### src/rtl/prog_clock_divider_if.sv
// ---------------------------------------------------------------------------
// prog_clock_divider_if
// Control/status bundle of the programmable PLL feedback divider.
//
//   enable     run control (low holds the divider idle)
//   div_ratio  requested divide ratio N, sampled when div_load=1
//   div_load   one-cycle request to load div_ratio
//   div_ack    one-cycle pulse when a loaded ratio becomes active
//   cur_ratio  currently active divide ratio
//   div_out    divided clock towards the PFD
//   tc_pulse   terminal-count pulse, last cycle of each period
//   ratio_err  sticky flag, an illegal ratio load was rejected
//
// master: the controller driving the divider; slave: the divider itself.
// ---------------------------------------------------------------------------
interface prog_clock_divider_if #(
    parameter int WIDTH = 8
);
    logic             enable;
    logic [WIDTH-1:0] div_ratio;
    logic             div_load;
    logic             div_ack;
    logic [WIDTH-1:0] cur_ratio;
    logic             div_out;
    logic             tc_pulse;
    logic             ratio_err;

    modport master (
        output enable, div_ratio, div_load,
        input  div_ack, cur_ratio, div_out, tc_pulse, ratio_err
    );

    modport slave (
        input  enable, div_ratio, div_load,
        output div_ack, cur_ratio, div_out, tc_pulse, ratio_err
    );
endinterface

### src/rtl/prog_clock_divider.sv
// ---------------------------------------------------------------------------
// prog_clock_divider
// Integer-N feedback divider clocked by the VCO. Produces the divided clock
// the PFD compares against the reference. The divide ratio can be reloaded
// at run time; a new ratio only takes effect at a period boundary so the
// PFD never sees a truncated period.
//
// Ports:
//   clock  VCO clock, all state changes on its rising edge
//   reset  synchronous active-high reset, dominates all other inputs
//   bus    prog_clock_divider_if.slave (run control, ratio load handshake,
//          divided clock and status); every output is registered
// ---------------------------------------------------------------------------
module prog_clock_divider #(
    parameter int WIDTH       = 8,
    parameter int DEFAULT_DIV = 4
) (
    input  logic                  clock,
    input  logic                  reset,
    prog_clock_divider_if.slave   bus
);

    localparam logic [WIDTH-1:0] ZERO     = {WIDTH{1'b0}};
    localparam logic [WIDTH-1:0] ONE      = {{(WIDTH-1){1'b0}}, 1'b1};
    localparam logic [WIDTH-1:0] TWO      = ONE << 1;
    localparam logic [WIDTH-1:0] DEF_DIV  = WIDTH'(DEFAULT_DIV);
    localparam logic [WIDTH:0]   ONE_WIDE = {{WIDTH{1'b0}}, 1'b1};

    typedef enum logic [0:0] {
        IDLE = 1'b0,
        RUN  = 1'b1
    } state_t;

    state_t           state_r;
    logic [WIDTH-1:0] cnt_r;
    logic [WIDTH-1:0] cur_ratio_r;
    logic [WIDTH-1:0] pend_r;
    logic             pend_valid_r;
    logic             div_out_r;
    logic             tc_pulse_r;
    logic             div_ack_r;
    logic             ratio_err_r;

    logic             load_ok_s;
    logic             load_bad_s;
    logic             wrap_s;
    logic             apply_s;
    logic [WIDTH-1:0] eff_ratio_s;
    logic [WIDTH-1:0] eff_last_s;
    logic [WIDTH-1:0] next_cnt_s;
    logic [WIDTH:0]   sum_s;
    logic [WIDTH-1:0] half_s;

    // Next-period decode: load classification, wrap, ratio hand-over, next count and high-phase length.
    always_comb begin
        load_ok_s   = 1'b0;
        load_bad_s  = 1'b0;
        wrap_s      = 1'b0;
        apply_s     = 1'b0;
        eff_ratio_s = cur_ratio_r;
        eff_last_s  = ZERO;
        next_cnt_s  = ZERO;
        sum_s       = {(WIDTH+1){1'b0}};
        half_s      = ZERO;

        if (bus.div_load) begin
            if (bus.div_ratio >= TWO) begin
                load_ok_s = 1'b1;
            end else begin
                load_bad_s = 1'b1;
            end
        end else begin
            load_ok_s  = 1'b0;
            load_bad_s = 1'b0;
        end

        // cur_ratio is always >= 2, so the subtraction cannot underflow
        wrap_s = (cnt_r == (cur_ratio_r - ONE));

        // Pending ratio only moves in at a period boundary: immediately
        // while idle, or on the wrap edge of a running period.
        case (state_r)
            IDLE:    apply_s = pend_valid_r;
            RUN:     apply_s = pend_valid_r & bus.enable & wrap_s;
            default: apply_s = 1'b0;
        endcase

        if (apply_s) begin
            eff_ratio_s = pend_r;
        end else begin
            eff_ratio_s = cur_ratio_r;
        end
        eff_last_s = eff_ratio_s - ONE;

        if ((state_r == RUN) && !wrap_s) begin
            next_cnt_s = cnt_r + ONE;
        end else begin
            next_cnt_s = ZERO;
        end

        // ceil(N/2) computed one bit wider so N = 2^WIDTH-1 cannot overflow
        sum_s  = {1'b0, eff_ratio_s} + ONE_WIDE;
        half_s = sum_s[WIDTH:1];
    end

    // Divider FSM with pending-ratio register and registered outputs.
    always_ff @(posedge clock) begin
        if (reset) begin
            state_r      <= IDLE;
            cnt_r        <= ZERO;
            cur_ratio_r  <= DEF_DIV;
            pend_r       <= ZERO;
            pend_valid_r <= 1'b0;
            div_out_r    <= 1'b0;
            tc_pulse_r   <= 1'b0;
            div_ack_r    <= 1'b0;
            ratio_err_r  <= 1'b0;
        end else begin
            // A fresh legal load always wins, even on the edge that
            // consumes the previous pending value; it then waits for the
            // next boundary.
            if (load_ok_s) begin
                pend_r       <= bus.div_ratio;
                pend_valid_r <= 1'b1;
            end else if (apply_s) begin
                pend_valid_r <= 1'b0;
            end else begin
                pend_valid_r <= pend_valid_r;
            end

            if (load_bad_s) begin
                ratio_err_r <= 1'b1;
            end else begin
                ratio_err_r <= ratio_err_r;
            end

            if (apply_s) begin
                cur_ratio_r <= pend_r;
            end else begin
                cur_ratio_r <= cur_ratio_r;
            end
            div_ack_r <= apply_s;

            case (state_r)
                IDLE: begin
                    if (bus.enable) begin
                        state_r    <= RUN;
                        cnt_r      <= ZERO;
                        div_out_r  <= 1'b1;
                        tc_pulse_r <= 1'b0;
                    end else begin
                        state_r    <= IDLE;
                        cnt_r      <= ZERO;
                        div_out_r  <= 1'b0;
                        tc_pulse_r <= 1'b0;
                    end
                end
                RUN: begin
                    if (!bus.enable) begin
                        // abort the period at once
                        state_r    <= IDLE;
                        cnt_r      <= ZERO;
                        div_out_r  <= 1'b0;
                        tc_pulse_r <= 1'b0;
                    end else begin
                        state_r    <= RUN;
                        cnt_r      <= next_cnt_s;
                        div_out_r  <= (next_cnt_s < half_s);
                        tc_pulse_r <= (next_cnt_s == eff_last_s);
                    end
                end
                default: begin
                    state_r    <= IDLE;
                    cnt_r      <= ZERO;
                    div_out_r  <= 1'b0;
                    tc_pulse_r <= 1'b0;
                end
            endcase
        end
    end

    assign bus.div_ack   = div_ack_r;
    assign bus.cur_ratio = cur_ratio_r;
    assign bus.div_out   = div_out_r;
    assign bus.tc_pulse  = tc_pulse_r;
    assign bus.ratio_err = ratio_err_r;

endmodule

### src/flat_wrapper.sv
// flat-port wrapper written by rule: the top's interface ports become plain ports
module prog_clock_divider_flat 
#(
    parameter int WIDTH       = 8,
    parameter int DEFAULT_DIV = 4
)
  (clock, reset, bus_enable, bus_div_ratio, bus_div_load, bus_div_ack, bus_cur_ratio, bus_div_out, bus_tc_pulse, bus_ratio_err);
  prog_clock_divider_if #(.WIDTH(WIDTH)) bus_i ();
  input  logic clock;
  input  logic reset;
  input wire logic [$bits(bus_i.enable)-1:0] bus_enable;
  input wire logic [$bits(bus_i.div_ratio)-1:0] bus_div_ratio;
  input wire logic [$bits(bus_i.div_load)-1:0] bus_div_load;
  output wire logic [$bits(bus_i.div_ack)-1:0] bus_div_ack;
  output wire logic [$bits(bus_i.cur_ratio)-1:0] bus_cur_ratio;
  output wire logic [$bits(bus_i.div_out)-1:0] bus_div_out;
  output wire logic [$bits(bus_i.tc_pulse)-1:0] bus_tc_pulse;
  output wire logic [$bits(bus_i.ratio_err)-1:0] bus_ratio_err;
  assign bus_i.enable = bus_enable;
  assign bus_i.div_ratio = bus_div_ratio;
  assign bus_i.div_load = bus_div_load;
  assign bus_div_ack = bus_i.div_ack;
  assign bus_cur_ratio = bus_i.cur_ratio;
  assign bus_div_out = bus_i.div_out;
  assign bus_tc_pulse = bus_i.tc_pulse;
  assign bus_ratio_err = bus_i.ratio_err;
  prog_clock_divider #(.WIDTH(WIDTH), .DEFAULT_DIV(DEFAULT_DIV)) u_core (.clock(clock), .reset(reset), .bus(bus_i));
endmodule
### config.mk
export PLATFORM = sky130hd
export DESIGN_NAME = prog_clock_divider_flat
export DESIGN_NICKNAME = d
export VERILOG_FILES = /design/src/rtl/prog_clock_divider_if.sv /design/src/rtl/prog_clock_divider.sv /design/src/flat_wrapper.sv
export SDC_FILE = /design/constraint.sdc
export NUM_CORES = 1
export LEC_CHECK = 0
export ABC_AREA = 1
export BUFFER_PORTS_ARGS = -buffer_cell sky130_fd_sc_hd__clkbuf_2
export CORE_MARGIN = 4
export CORE_UTILIZATION = 24
export DETAILED_ROUTE_END_ITERATION = 16
export HOLD_SLACK_MARGIN = 0.12
export PLACE_DENSITY_LB_ADDON = 0.08
export SETUP_SLACK_MARGIN = 0.1
export SYNTH_ARGS = -nofsm -noshare
export SYNTH_HDL_FRONTEND = slang
export SYNTH_SLANG_ARGS = --single-unit
export TNS_END_PERCENT = 5
### constraint.sdc
create_clock -name clock -period 3.5 [get_ports clock]
set_clock_uncertainty 0.05 [all_clocks]
set_input_delay 0.7 -clock clock [delete_from_list [all_inputs] [get_ports clock]]
set_output_delay 0.7 -clock clock [all_outputs]
set_load 0.02 [all_outputs]
==> impl_metrics.tcl, run 1 <==
set metrics [dict create \
    die_area_sq_um 11000 \
    required_ps 3660 \
    rows 35 \
    worstMarginPinSlew_ps 412 \
    area_growth_pct 19.7 \
    post_drt_via_cell_ratio 4.47 \
    synth_area_sq_um 2260 \
    ant_nets 0 \
    vias 2208 \
    cap_violations 0 \
    clockRootBuffer "clkbuf_8" \
    ys_seq_area_frac 0.266 \
    place_area_sq_um 2520 \
    drc 0 \
    final.period_utilization 0.883 \
    synth_area_leaders "dfxtp_1 (27%), nand2_1 (16%), nor2_1 (7.1%)" \
    path_class "flip-flop to flip-flop" \
    syn_inst 346 \
    ys_top_cells_by_count "nand2_1 (97), nor2_1 (43), inv_1 (38), dfxtp_1 (30), nand3_1 (25)" \
    worstPathArrival_ps 3250 \
    die_x_um 105 \
    synth_async_sr_flop_share 0 \
    start_util 0.246 \
    diodes 0 \
    final_area_sq_um 2710 \
    numPortBuffers 23 \
    ys_seq_elements 30 \
    timing.hold.worst.class "flip-flop to flip-flop" \
    yosys_warnings 0 \
    relSlewSlack 0.724 \
    holdPathStages 2 \
    drive_above_1_share 0.235 \
    coreArea_sq_um 9200 \
    r2r_cells 22 \
    synth_cell_type_count 36 \
    nFillCells 1058 \
    status "complete, no violations" \
    final_hold_viol_count 0 \
    num-nets-final 405 \
    setup_tns_ps 0 \
    synth_top_flop_cell "dfxtp_1" \
    synth_fp_nets 369 \
    syn_area_per_cell_sq_um 6.53 \
    p_per_area_nw_per_um2 358 \
    cts_tree "built" \
    cts_sinks 30 \
    first_pass_iters 4 \
    rsz0062_at_grt "no" \
    synth.top_cell.area_share 0.266 \
    yosys.area.top_type "dfxtp_1" \
    cp-end-kind "flip-flop" \
    crit_fanout 7 \
    ctsHtreeMaxLevel 2 \
    startpoint_type "flip-flop" \
    overflow 0 \
    cts.clk_slew.worst_paths_ps 70 \
    setup_viol 0 \
    gr-usage-all-layers 0.131 \
    synthMostInstantiatedCell "nand2_1" \
    gp_congestion 0.791 \
    finalMaxSlewViolations 0 \
    leakage_nw 1.28 \
    die_height_um 105 \
    grt_max_degree 16 \
    avgRoutedWirePerCell_um 14.0 \
    max_freq_mhz 324 \
    grt_pass1_vias 2212 \
    cts_made_buffers 5 \
    grt_pass1_wl_um 11400 \
    cts_buffer_depth 2 \
    wl_um 6910 \
    antenna_found_initial 0 \
    synth_edf_count 0 \
    hpwl_um 5660 \
    drtIter0Drc 93 \
    clock_latency_ps 280 \
    period_minus_slack_ps 3090 \
    pin_count 24 \
    ir_drop_uv 134 \
]
final timing paths:
check	from	to	slack (ps)
hold reg to reg	u_core.pend_r[6]$_SDFFE_PP0P_	u_core.pend_r[6]$_SDFFE_PP0P_	420
setup / recovery	u_core.bus.cur_ratio[1]$_SDFF_PP0_	u_core.bus.div_out$_SDFF_PP0_	410
hold / removal	u_core.pend_r[6]$_SDFFE_PP0P_	u_core.pend_r[6]$_SDFFE_PP0P_	420
setup reg to reg	u_core.bus.cur_ratio[1]$_SDFF_PP0_	u_core.bus.div_out$_SDFF_PP0_	410
registers in the layout, indices dropped and copies added (netlist names):
register              cells
u_core.bus.cur_ratio      8
u_core.bus.div_ack        1
u_core.bus.div_out        1
u_core.bus.ratio_err      1
u_core.bus.tc_pulse       1
u_core.cnt_r              8
u_core.pend_r             8
u_core.pend_valid_r       1
u_core.state_r            1
per-stage QoR:
stage | instances | worst slack, ps | utilization | hold slack, ps | power, mW
floorplan | 346 | 126 | - | 385 | 0.584
global placement | 481 | 167 | 0.274 | 405 | 0.665
detailed placement | 481 | 118 | 0.274 | 413 | 0.663
CTS | 489 | 119 | 0.285 | 423 | 0.972
global route | 494 | 91.2 | 0.294 | 468 | 1.04
finish | 494 | 410 | 0.294 | 420 | 0.968
routing by layer:
metal	vias to the layer above	GRT usage	share of wire
li1	1183	-	-
met3	8	0.0284	0.035
met5	-	0	0
met2	30	0.209	0.46
met1	987	0.172	0.49
met4	0	0.0478	0.014
critical path, stage by stage (launching register included):
cell      delay (ps)
dfxtp_1          320
buf_4            140
nor2_2           160
nand2_1          100
inv_1             80
nand2_1           50
nand2_1           60
nand2_1           50
nor2_1           120
nand3_2          100
nand2_4          120
nand3_2          120
nand2_1          120
nand2_2           70
nor3_2           280
nand4_1          140
xor2_1           170
ha_1             290
nand2_1           80
nor2_1            60
a211oi_2         140
nand2_1           90
a21boi_2         120
report_power, final:
group	total, mW	internal (mW)	switching (mW)	leakage (nW)
Clock	0.301	0.158	0.143	0.0472
Sequential	0.378	0.358	0.0196	0.246
Combinational	0.289	0.102	0.187	0.988
repair_timing:
item / CTS / global route
hold buffers: 0 / 0
setup endpoints to repair: 1 / 2
resized for setup: 1 / 16
setup buffers: 0 / 4
pin swaps: 0 / 2
gates cloned: 0 / 1
final cells by class:
cell class                 count  area [sq um]  share of cell area
inverter                      46           175              0.0648
tap                          111           139              0.0513
sequential                    30           602               0.222
multi-input combinational    263          1470               0.545
timing repair buffer          36           220              0.0814
clock buffer                   6          82.6              0.0305
clock inverter                 2          12.5             0.00463
cell usage in the layout, fill, tap and decap left out, types with 4 or more instances in the layout:
| master | n |
|---|---|
| inv_1 | 36 |
| a21oi_1 | 13 |
| nand3_1 | 25 |
| nand4_2 | 4 |
| nand2_2 | 10 |
| clkbuf_8 | 6 |
| ha_1 | 10 |
| o21ai_0 | 8 |
| xor2_1 | 11 |
| nor2_2 | 7 |
| nand2_1 | 96 |
| buf_4 | 11 |
| inv_2 | 8 |
| clkbuf_2 | 23 |
| nor2_1 | 41 |
| dfxtp_1 | 29 |
| nand4_1 | 14 |
cells by family (layout without fill, tap and decap cells):
kind of cell,after synthesis,count (layout),share of synthesized area
xor gates and xnor gates,14,14,0.0543
AOI/OAI and AO/OA,26,26,0.0609
and+or+nand+nor,211,212,0.450
buffers and inverters,54,90,0.108
adders and majority gates,11,11,0.0609
DFF,30,30,0.266
(Power assumes the default switching activity.)
==> inputs of run 2 (changes only) <==
--- a/constraint.sdc
+++ b/constraint.sdc
@@ -3,3 +3,3 @@
 set_input_delay 0.7 -clock clock [delete_from_list [all_inputs] [get_ports clock]]
 set_output_delay 0.7 -clock clock [all_outputs]
-set_load 0.02 [all_outputs]
+set_load 0.05 [all_outputs]
==> impl_metrics.tcl, run 2 (same netlist as run 1, synthesis figures left out) <==
set metrics [dict create \
    crit_fanout 7 \
    period_minus_slack_ps 3230 \
    nFillCells 1036 \
    cp_slowest_cell "dfxtp_4" \
    avgRoutedWirePerCell_um 14.0 \
    setup_viol 0 \
    antenna_found_initial 0 \
    cp-end-kind "flip-flop" \
    drive_above_1_share 0.263 \
    grt_pass1_vias 2233 \
    final.period_utilization 0.922 \
    overflow 0 \
    numPortBuffers 23 \
    start_util 0.246 \
    wl_um 7020 \
    gp_congestion 0.843 \
    vias 2270 \
    die_height_um 105 \
    clock_latency_ps 290 \
    timing.hold.worst.class "flip-flop to flip-flop" \
    diodes 0 \
    final_hold_viol_count 0 \
    post_drt_via_cell_ratio 4.52 \
    die_area_sq_um 11000 \
    worstPathArrival_ps 3410 \
    cpMostUsedCell "nand2_1" \
    cp.depth 23 \
    final_common_cell "nand2_1" \
    cts_tree "built" \
    hpwl_um 5600 \
    cp_cell_sequence "inv_4 -> ha_4 -> nand2_4 -> nor2_4 -> nand3_1 -> nand2_1 -> nand2_1 -> nor2_1 -> nand3_2 -> nand2_4 -> nand4_1 -> nand2_1 -> ha_2 -> inv_2 -> nor3_4 -> nand2_1 -> xor2_1 -> ha_1 -> a21oi_2 -> nor2_2 -> a211oi_2 -> nand2_1 -> a21boi_1" \
    p_per_area_nw_per_um2 407 \
    status "complete, no violations" \
    critPathBufInv 2 \
    cts_made_buffers 5 \
    cts_buffer_depth 2 \
    cts_sinks 30 \
    required_ps 3680 \
    layout_common_cells "nand2_1 (96), nor2_1 (41), inv_1 (36)" \
    clockRootBuffer "clkbuf_8" \
    die_x_um 105 \
    first_pass_iters 4 \
    worstMarginPinSlew_ps 447 \
    relSlewSlack 0.701 \
    drtIter0Drc 89 \
    grt_max_degree 16 \
    gr-usage-all-layers 0.131 \
    finalMaxSlewViolations 0 \
    cts.clk_slew.worst_paths_ps 70 \
    r2r_cells 23 \
    worst_path_largest_cell_delay_ps 360 \
    startpoint_type "flip-flop" \
    total_power_mw 1.15 \
    cpLargestDelayFamily "simple AND/OR/NAND/NOR gates" \
    met2_length_um 3190 \
    rsz0062_at_grt "yes" \
    drc 0 \
    setup_tns_ps 0 \
    ctsHtreeMaxLevel 2 \
    holdPathStages 2 \
    num-nets-final 413 \
    ir_drop_uv 155 \
    highest-signal-layer "met4" \
    pin_count 24 \
    path_class "flip-flop to flip-flop" \
    hold_buffers 0 \
    max_freq_mhz 310 \
    ant_nets 0 \
    cap_violations 0 \
    rows 35 \
    met1Wirelength_um 3370 \
    area_growth_pct 25.5 \
    wl_met3_um 289 \
    leakage_nw 1.35 \
    grt_pass1_wl_um 11400 \
    hold_ws_ps 422 \
    coreArea_sq_um 9200 \
]
run 2: final timing paths:
| check | start | endpoint | slack (ps) |
|---|---|---|---|
| setup / recovery | u_core.bus.cur_ratio[0]$_SDFF_PP0_ | u_core.bus.div_out$_SDFF_PP0_ | 270 |
| hold / removal | u_core.bus.ratio_err$_SDFFE_PP0P_ | u_core.bus.ratio_err$_SDFFE_PP0P_ | 420 |
| setup reg to reg | u_core.bus.cur_ratio[0]$_SDFF_PP0_ | u_core.bus.div_out$_SDFF_PP0_ | 270 |
| hold reg to reg | u_core.bus.ratio_err$_SDFFE_PP0P_ | u_core.bus.ratio_err$_SDFFE_PP0P_ | 420 |
run 2: what timing repair did:
action / CTS / global route
endpoints found under the setup margin: 1 / 1
pin swaps: 1 / 18
buffers inserted: 0 / 11
cloned: 0 / 1
gates resized for setup: 1 / 20
run 2: area by class of cell:
cell class	instances	area [sq um]	share of cell area
Clock buffer	6	82.6	0.0291
Clock inverter	2	60.1	0.0212
Inverter	46	178	0.0627
Multi-Input combinational cell	263	1490	0.526
Sequential cell	30	612	0.216
Timing Repair Buffer	44	273	0.0962
Tap cell	111	139	0.0490
run 2: stage by stage:
step                utilization  instances  setup WS [ps]  area [sq um]
floorplan                     -        346            152          2270
global placement          0.275        482            105          2530
detailed placement        0.275        482           65.8          2530
CTS                       0.291        490            136          2680
global route              0.308        502           11.9          2840
finish                    0.308        502            273          2840
run 2: worst min-delay path, stage by stage (launching register included):
cell and delay, ps:
dfxtp_1 330, a21oi_1 40, nor2_1 70
run 2: power by group:
part	switching, mW	internal, mW	total [mW]
combinational	0.209	0.112	0.321
clock	0.148	0.304	0.452
sequential	0.0211	0.358	0.380
total	0.378	0.775	1.15
run 2: per-layer routing:
metal,track usage,up-vias
li1,-,1196
met1,0.172,1015
met2,0.214,45
met3,0.0235,14
met4,0.0487,0
met5,0,-
